### src/rtl/reg_file_cmd_ctrl_pkg.sv
// rtl/reg_file_cmd_ctrl_pkg.sv - shared state encoding and command opcodes for the register file command controller
package reg_file_cmd_ctrl_pkg;

    localparam logic [7:0] C_WR_CMD = 8'hAA;
    localparam logic [7:0] C_RD_CMD = 8'hBB;

    typedef enum logic [2:0] {
        IDLE    = 3'd0,
        WR_ADDR = 3'd1,
        WR_DATA = 3'd2,
        WR_EXEC = 3'd3,
        RD_ADDR = 3'd4,
        RD_EXEC = 3'd5,
        RD_WAIT = 3'd6,
        TX_SEND = 3'd7
    } state_t;

endpackage

### src/rtl/reg_file_cmd_ctrl.sv
// rtl/reg_file_cmd_ctrl.sv - decodes UART RX command frames into register file accesses and returns read data to UART TX
module reg_file_cmd_ctrl
    import reg_file_cmd_ctrl_pkg::*;
#(
    parameter int                    DATA_WIDTH = 8,
    parameter int                    ADDR_WIDTH = 3,
    parameter logic [DATA_WIDTH-1:0] WR_CMD     = C_WR_CMD,
    parameter logic [DATA_WIDTH-1:0] RD_CMD     = C_RD_CMD
) (
    input  logic                  CLK,
    input  logic                  RST,
    input  logic [DATA_WIDTH-1:0] RX_P_DATA,
    input  logic                  RX_D_VLD,
    output logic                  WrEn,
    output logic                  RdEn,
    output logic [ADDR_WIDTH-1:0] Address,
    output logic [DATA_WIDTH-1:0] WrData,
    input  logic [DATA_WIDTH-1:0] RdData,
    output logic [DATA_WIDTH-1:0] TX_P_DATA,
    output logic                  TX_D_VLD,
    input  logic                  TX_READY,
    output logic                  CMD_ERR,
    output logic                  OVERRUN
);

    state_t                r_state;
    logic                  r_wr_en;
    logic                  r_rd_en;
    logic [ADDR_WIDTH-1:0] r_addr;
    logic [DATA_WIDTH-1:0] r_wr_data;
    logic [DATA_WIDTH-1:0] r_tx_data;
    logic                  r_tx_vld;
    logic                  r_cmd_err;
    logic                  r_overrun;

    state_t                w_state_nxt;
    logic                  w_wr_en_nxt;
    logic                  w_rd_en_nxt;
    logic [ADDR_WIDTH-1:0] w_addr_nxt;
    logic [DATA_WIDTH-1:0] w_wr_data_nxt;
    logic [DATA_WIDTH-1:0] w_tx_data_nxt;
    logic                  w_tx_vld_nxt;
    logic                  w_cmd_err_nxt;
    logic                  w_overrun_nxt;

    always_ff @(posedge CLK or negedge RST) begin
        if (!RST) begin
            r_state   <= IDLE;
            r_wr_en   <= 1'b0;
            r_rd_en   <= 1'b0;
            r_addr    <= '0;
            r_wr_data <= '0;
            r_tx_data <= '0;
            r_tx_vld  <= 1'b0;
            r_cmd_err <= 1'b0;
            r_overrun <= 1'b0;
        end else begin
            r_state   <= w_state_nxt;
            r_wr_en   <= w_wr_en_nxt;
            r_rd_en   <= w_rd_en_nxt;
            r_addr    <= w_addr_nxt;
            r_wr_data <= w_wr_data_nxt;
            r_tx_data <= w_tx_data_nxt;
            r_tx_vld  <= w_tx_vld_nxt;
            r_cmd_err <= w_cmd_err_nxt;
            r_overrun <= w_overrun_nxt;
        end
    end

    // Strobes are registered, so each *_EXEC state raises its enable one cycle later.
    always_comb begin
        w_state_nxt   = r_state;
        w_wr_en_nxt   = 1'b0;
        w_rd_en_nxt   = 1'b0;
        w_addr_nxt    = r_addr;
        w_wr_data_nxt = r_wr_data;
        w_tx_data_nxt = r_tx_data;
        w_tx_vld_nxt  = r_tx_vld;
        w_cmd_err_nxt = 1'b0;
        w_overrun_nxt = 1'b0;
        case (r_state)
            IDLE: begin
                if (RX_D_VLD) begin
                    if (RX_P_DATA == WR_CMD) begin
                        w_state_nxt = WR_ADDR;
                    end else if (RX_P_DATA == RD_CMD) begin
                        w_state_nxt = RD_ADDR;
                    end else begin
                        w_cmd_err_nxt = 1'b1;
                    end
                end
            end
            WR_ADDR: begin
                if (RX_D_VLD) begin
                    w_addr_nxt  = RX_P_DATA[ADDR_WIDTH-1:0];
                    w_state_nxt = WR_DATA;
                end
            end
            WR_DATA: begin
                if (RX_D_VLD) begin
                    w_wr_data_nxt = RX_P_DATA;
                    w_state_nxt   = WR_EXEC;
                end
            end
            WR_EXEC: begin
                w_wr_en_nxt   = 1'b1;
                w_overrun_nxt = RX_D_VLD;
                w_state_nxt   = IDLE;
            end
            RD_ADDR: begin
                if (RX_D_VLD) begin
                    w_addr_nxt  = RX_P_DATA[ADDR_WIDTH-1:0];
                    w_state_nxt = RD_EXEC;
                end
            end
            RD_EXEC: begin
                w_rd_en_nxt   = 1'b1;
                w_overrun_nxt = RX_D_VLD;
                w_state_nxt   = RD_WAIT;
            end
            RD_WAIT: begin
                // While RdEn is still on the bus RdData is stale; capture the cycle after.
                w_overrun_nxt = RX_D_VLD;
                if (!r_rd_en) begin
                    w_tx_data_nxt = RdData;
                    w_tx_vld_nxt  = 1'b1;
                    w_state_nxt   = TX_SEND;
                end
            end
            TX_SEND: begin
                w_overrun_nxt = RX_D_VLD;
                if (TX_READY) begin
                    w_tx_vld_nxt = 1'b0;
                    w_state_nxt  = IDLE;
                end
            end
            default: begin
                w_state_nxt = IDLE;
            end
        endcase
    end

    assign WrEn      = r_wr_en;
    assign RdEn      = r_rd_en;
    assign Address   = r_addr;
    assign WrData    = r_wr_data;
    assign TX_P_DATA = r_tx_data;
    assign TX_D_VLD  = r_tx_vld;
    assign CMD_ERR   = r_cmd_err;
    assign OVERRUN   = r_overrun;

endmodule

### config.mk
export PLATFORM = sky130hd
export DESIGN_NAME = reg_file_cmd_ctrl
export DESIGN_NICKNAME = d
export VERILOG_FILES = /design/src/rtl/reg_file_cmd_ctrl_pkg.sv /design/src/rtl/reg_file_cmd_ctrl.sv
export SDC_FILE = /design/constraint.sdc
export NUM_CORES = 1
export LEC_CHECK = 0
export CAP_MARGIN = 30
export CORE_UTILIZATION = 46
export CTS_CLUSTER_SIZE = 28
export DETAILED_ROUTE_END_ITERATION = 16
export PLACE_DENSITY = 0.85
export SLEW_MARGIN = 25
export SYNTH_ARGS = -nofsm -noshare
export SYNTH_HDL_FRONTEND = slang
export SYNTH_SLANG_ARGS = --single-unit
### constraint.sdc
create_clock -name CLK -period 2.5 [get_ports CLK]
set_clock_uncertainty 0.05 [all_clocks]
set_input_delay 0.5 -clock CLK [delete_from_list [all_inputs] [get_ports CLK]]
set_output_delay 0.5 -clock CLK [all_outputs]
set_load 0.1 [all_outputs]
==> flow_summary.yaml <==
global_routing:
  grt_pass1_vias: 775
  antenna_found_initial: 0
  grt-ovfl-total: 0
  grt_use_total: 0.165
  grt_pass1_wl_mm: 3.31
  grt_max_degree: 28
sta:
  grt_setup_unrepaired: "no"
  relSlewSlack: 0.674
  tns_ps: 0
  setup_viol: 0
  hold_viol: 0
  slew_viol_final: 0
  fmax_ghz: 0.592
  tightest_slew_ps: 490
  min_period_over_period: 0.676
  post-route-min-period_ps: 1690
floorplanning:
  initial_core_util: 0.508
  rows: 17
  die_area_sq_um: 2770
  coreArea_sq_um: 2320
  die_width_microns: 52.6
  io_pins: 44
  die_h_microns: 52.6
critical_path:
  reg2reg_slack_ps: 810
  cp_max_fo: 13
  cp.arrival_ps: 1860
  critical_path_class: "reg -> reg"
  endpoint_kind: "flop"
  crit_family: "flip-flops"
  crit_buf_inv: 0
  crit_slowest_cell: "dfrtp_1"
  cpPeakStageDelay_ps: 670
  required_ps: 2670
  crit_chain: "or2b_2 -> a21o_2 -> and3_4 -> xor2_1"
  start_kind: "flop"
job:
  cap_violations: 0
synth:
  synth_area_sq_um: 1180
  syn_nets: 107
  ys_seq_area_frac: 0.573
  synth_warnings: 0
  synth_top_area_frac: 0.573
  ys_ff_latch: 27
  postSynthCellCount: 87
  synth_cell_types: 23
  yosys-top-cells-area: "dfrtp_1 57%, mux2_2 18%, nand2_1 2.9%, buf_6 2.9%, nor3_4 2.8%"
  synth.avg_cell_area_sq_um: 13.5
  yosys.area.top_type: "dfrtp_1"
route:
  wirelength_mm: 1.99
  postRouteAntennaNets: 0
  drc_errors: 0
  route.vias.total: 808
  viasPerCell: 5.05
  firstDrtPassIters: 3
  routedWlPerCell_microns: 12.4
  drtIter0Drc: 7
final_layout:
  fin_nets: 153
  area_delta_synth_final_pct: 34.7
  antennaDiodeCount: 0
  design_area_sq_um: 1590
  mostFrequentLayoutCells: "27 x dfrtp_1, 25 x buf_4, 19 x mux2_2, 19 x clkdlybuf4s50_1, 9 x nand2_1"
  fin_cells: 160
  final_common_cell: "dfrtp_1"
  final_layout_size_suffix_gt1_frac: 0.447
placed_design:
  dpl_cell_area_sq_um: 1560
  dp_cells: 156
  dpl.hpwl_mm: 1.51
  gp_congestion: 0.759
  port_buffers: 43
cts:
  hold_buffers: 0
  clk_pin_slew_ps: 140
  cts_num_sinks: 27
  clk_latency_ps: 320
  cts_setup_buffers: 0
  cts_buffers: 3
  cts_tree: "built"
  clockRootBuffer: "clkbuf_4"
  cts_resized: 0
  cts_buffer_depth: 2
  h-tree-depth: 1
worst_hold_path:
  worst_hold_path_type: "in -> async"
status:
  status: "finished clean"
## synth_stat cells (all sizes together)
cell,instances
o21ai,2
and2,1
a21oi,2
buf,3
mux2,19
or2,1
nand2,9
nor2,5
dfrtp,27
nor4bb,1
and3,2
xnor2,1
nand4,1
nor3,3
or2b,2
maj3,1
nand3b,1
nand3,2
a21o,1
a211oi,1
xor2,2
## state kept, by name, indices dropped and copies added (netlist names)
register	flops
Address	3
CMD_ERR	1
OVERRUN	1
RdEn	1
TX_D_VLD	1
TX_P_DATA	8
WrData	8
WrEn	1
r_state	3
## metal layers
metal  wire [microns]  global-route usage  vias up
met1              895               0.203      368
met5                0                   0        -
met2              875               0.276       40
li1                 -                   -      397
met4               22              0.0658        0
met3              198              0.0377        3
## cells by family after synthesis
group                      Yosys count  share of synthesized area
and+or+nand+nor                     28                      0.150
DFF                                 27                      0.573
muxes                               19                      0.182
AOI/OAI and AO/OA                    6                     0.0350
xor gates and xnor gates             3                     0.0223
buffers and inverters                3                     0.0287
adders and majority gates            1                    0.00955
## stage by stage
step / utilization / setup WS [ps] / hold WS (ps)
floorplan: - / 489 / 154
global placement: 0.672 / 471 / 441
detailed placement: 0.672 / 436 / 446
CTS: 0.685 / 802 / 478
global route: 0.685 / 726 / 495
finish: 0.685 / 810 / 473
## path summary, 6_finish.rpt
path | startpoint | endpoint | depth (start not counted)
min reg2reg | TX_P_DATA[7] | TX_P_DATA[7] | 1
min | RST | TX_D_VLD | 2
max reg2reg | r_state[0] | r_state[1] | 4
max | r_state[0] | r_state[1] | 4
max in group asynchronous | RST | TX_P_DATA[1] | 2
min in group CLK | TX_P_DATA[7] | TX_P_DATA[7] | 1
## area by class of cell
type                    count  area, sq um
clock buffers               3         22.5
clock inverters             1         7.51
fillers                   174          731
multi-input cells          57          469
flip-flops and latches     27          676
well taps                  28         35.0
repair buffers             44          378
Power is not shown: default switching activity piles up to over one toggle a cycle in this logic, so the estimate is an artifact.
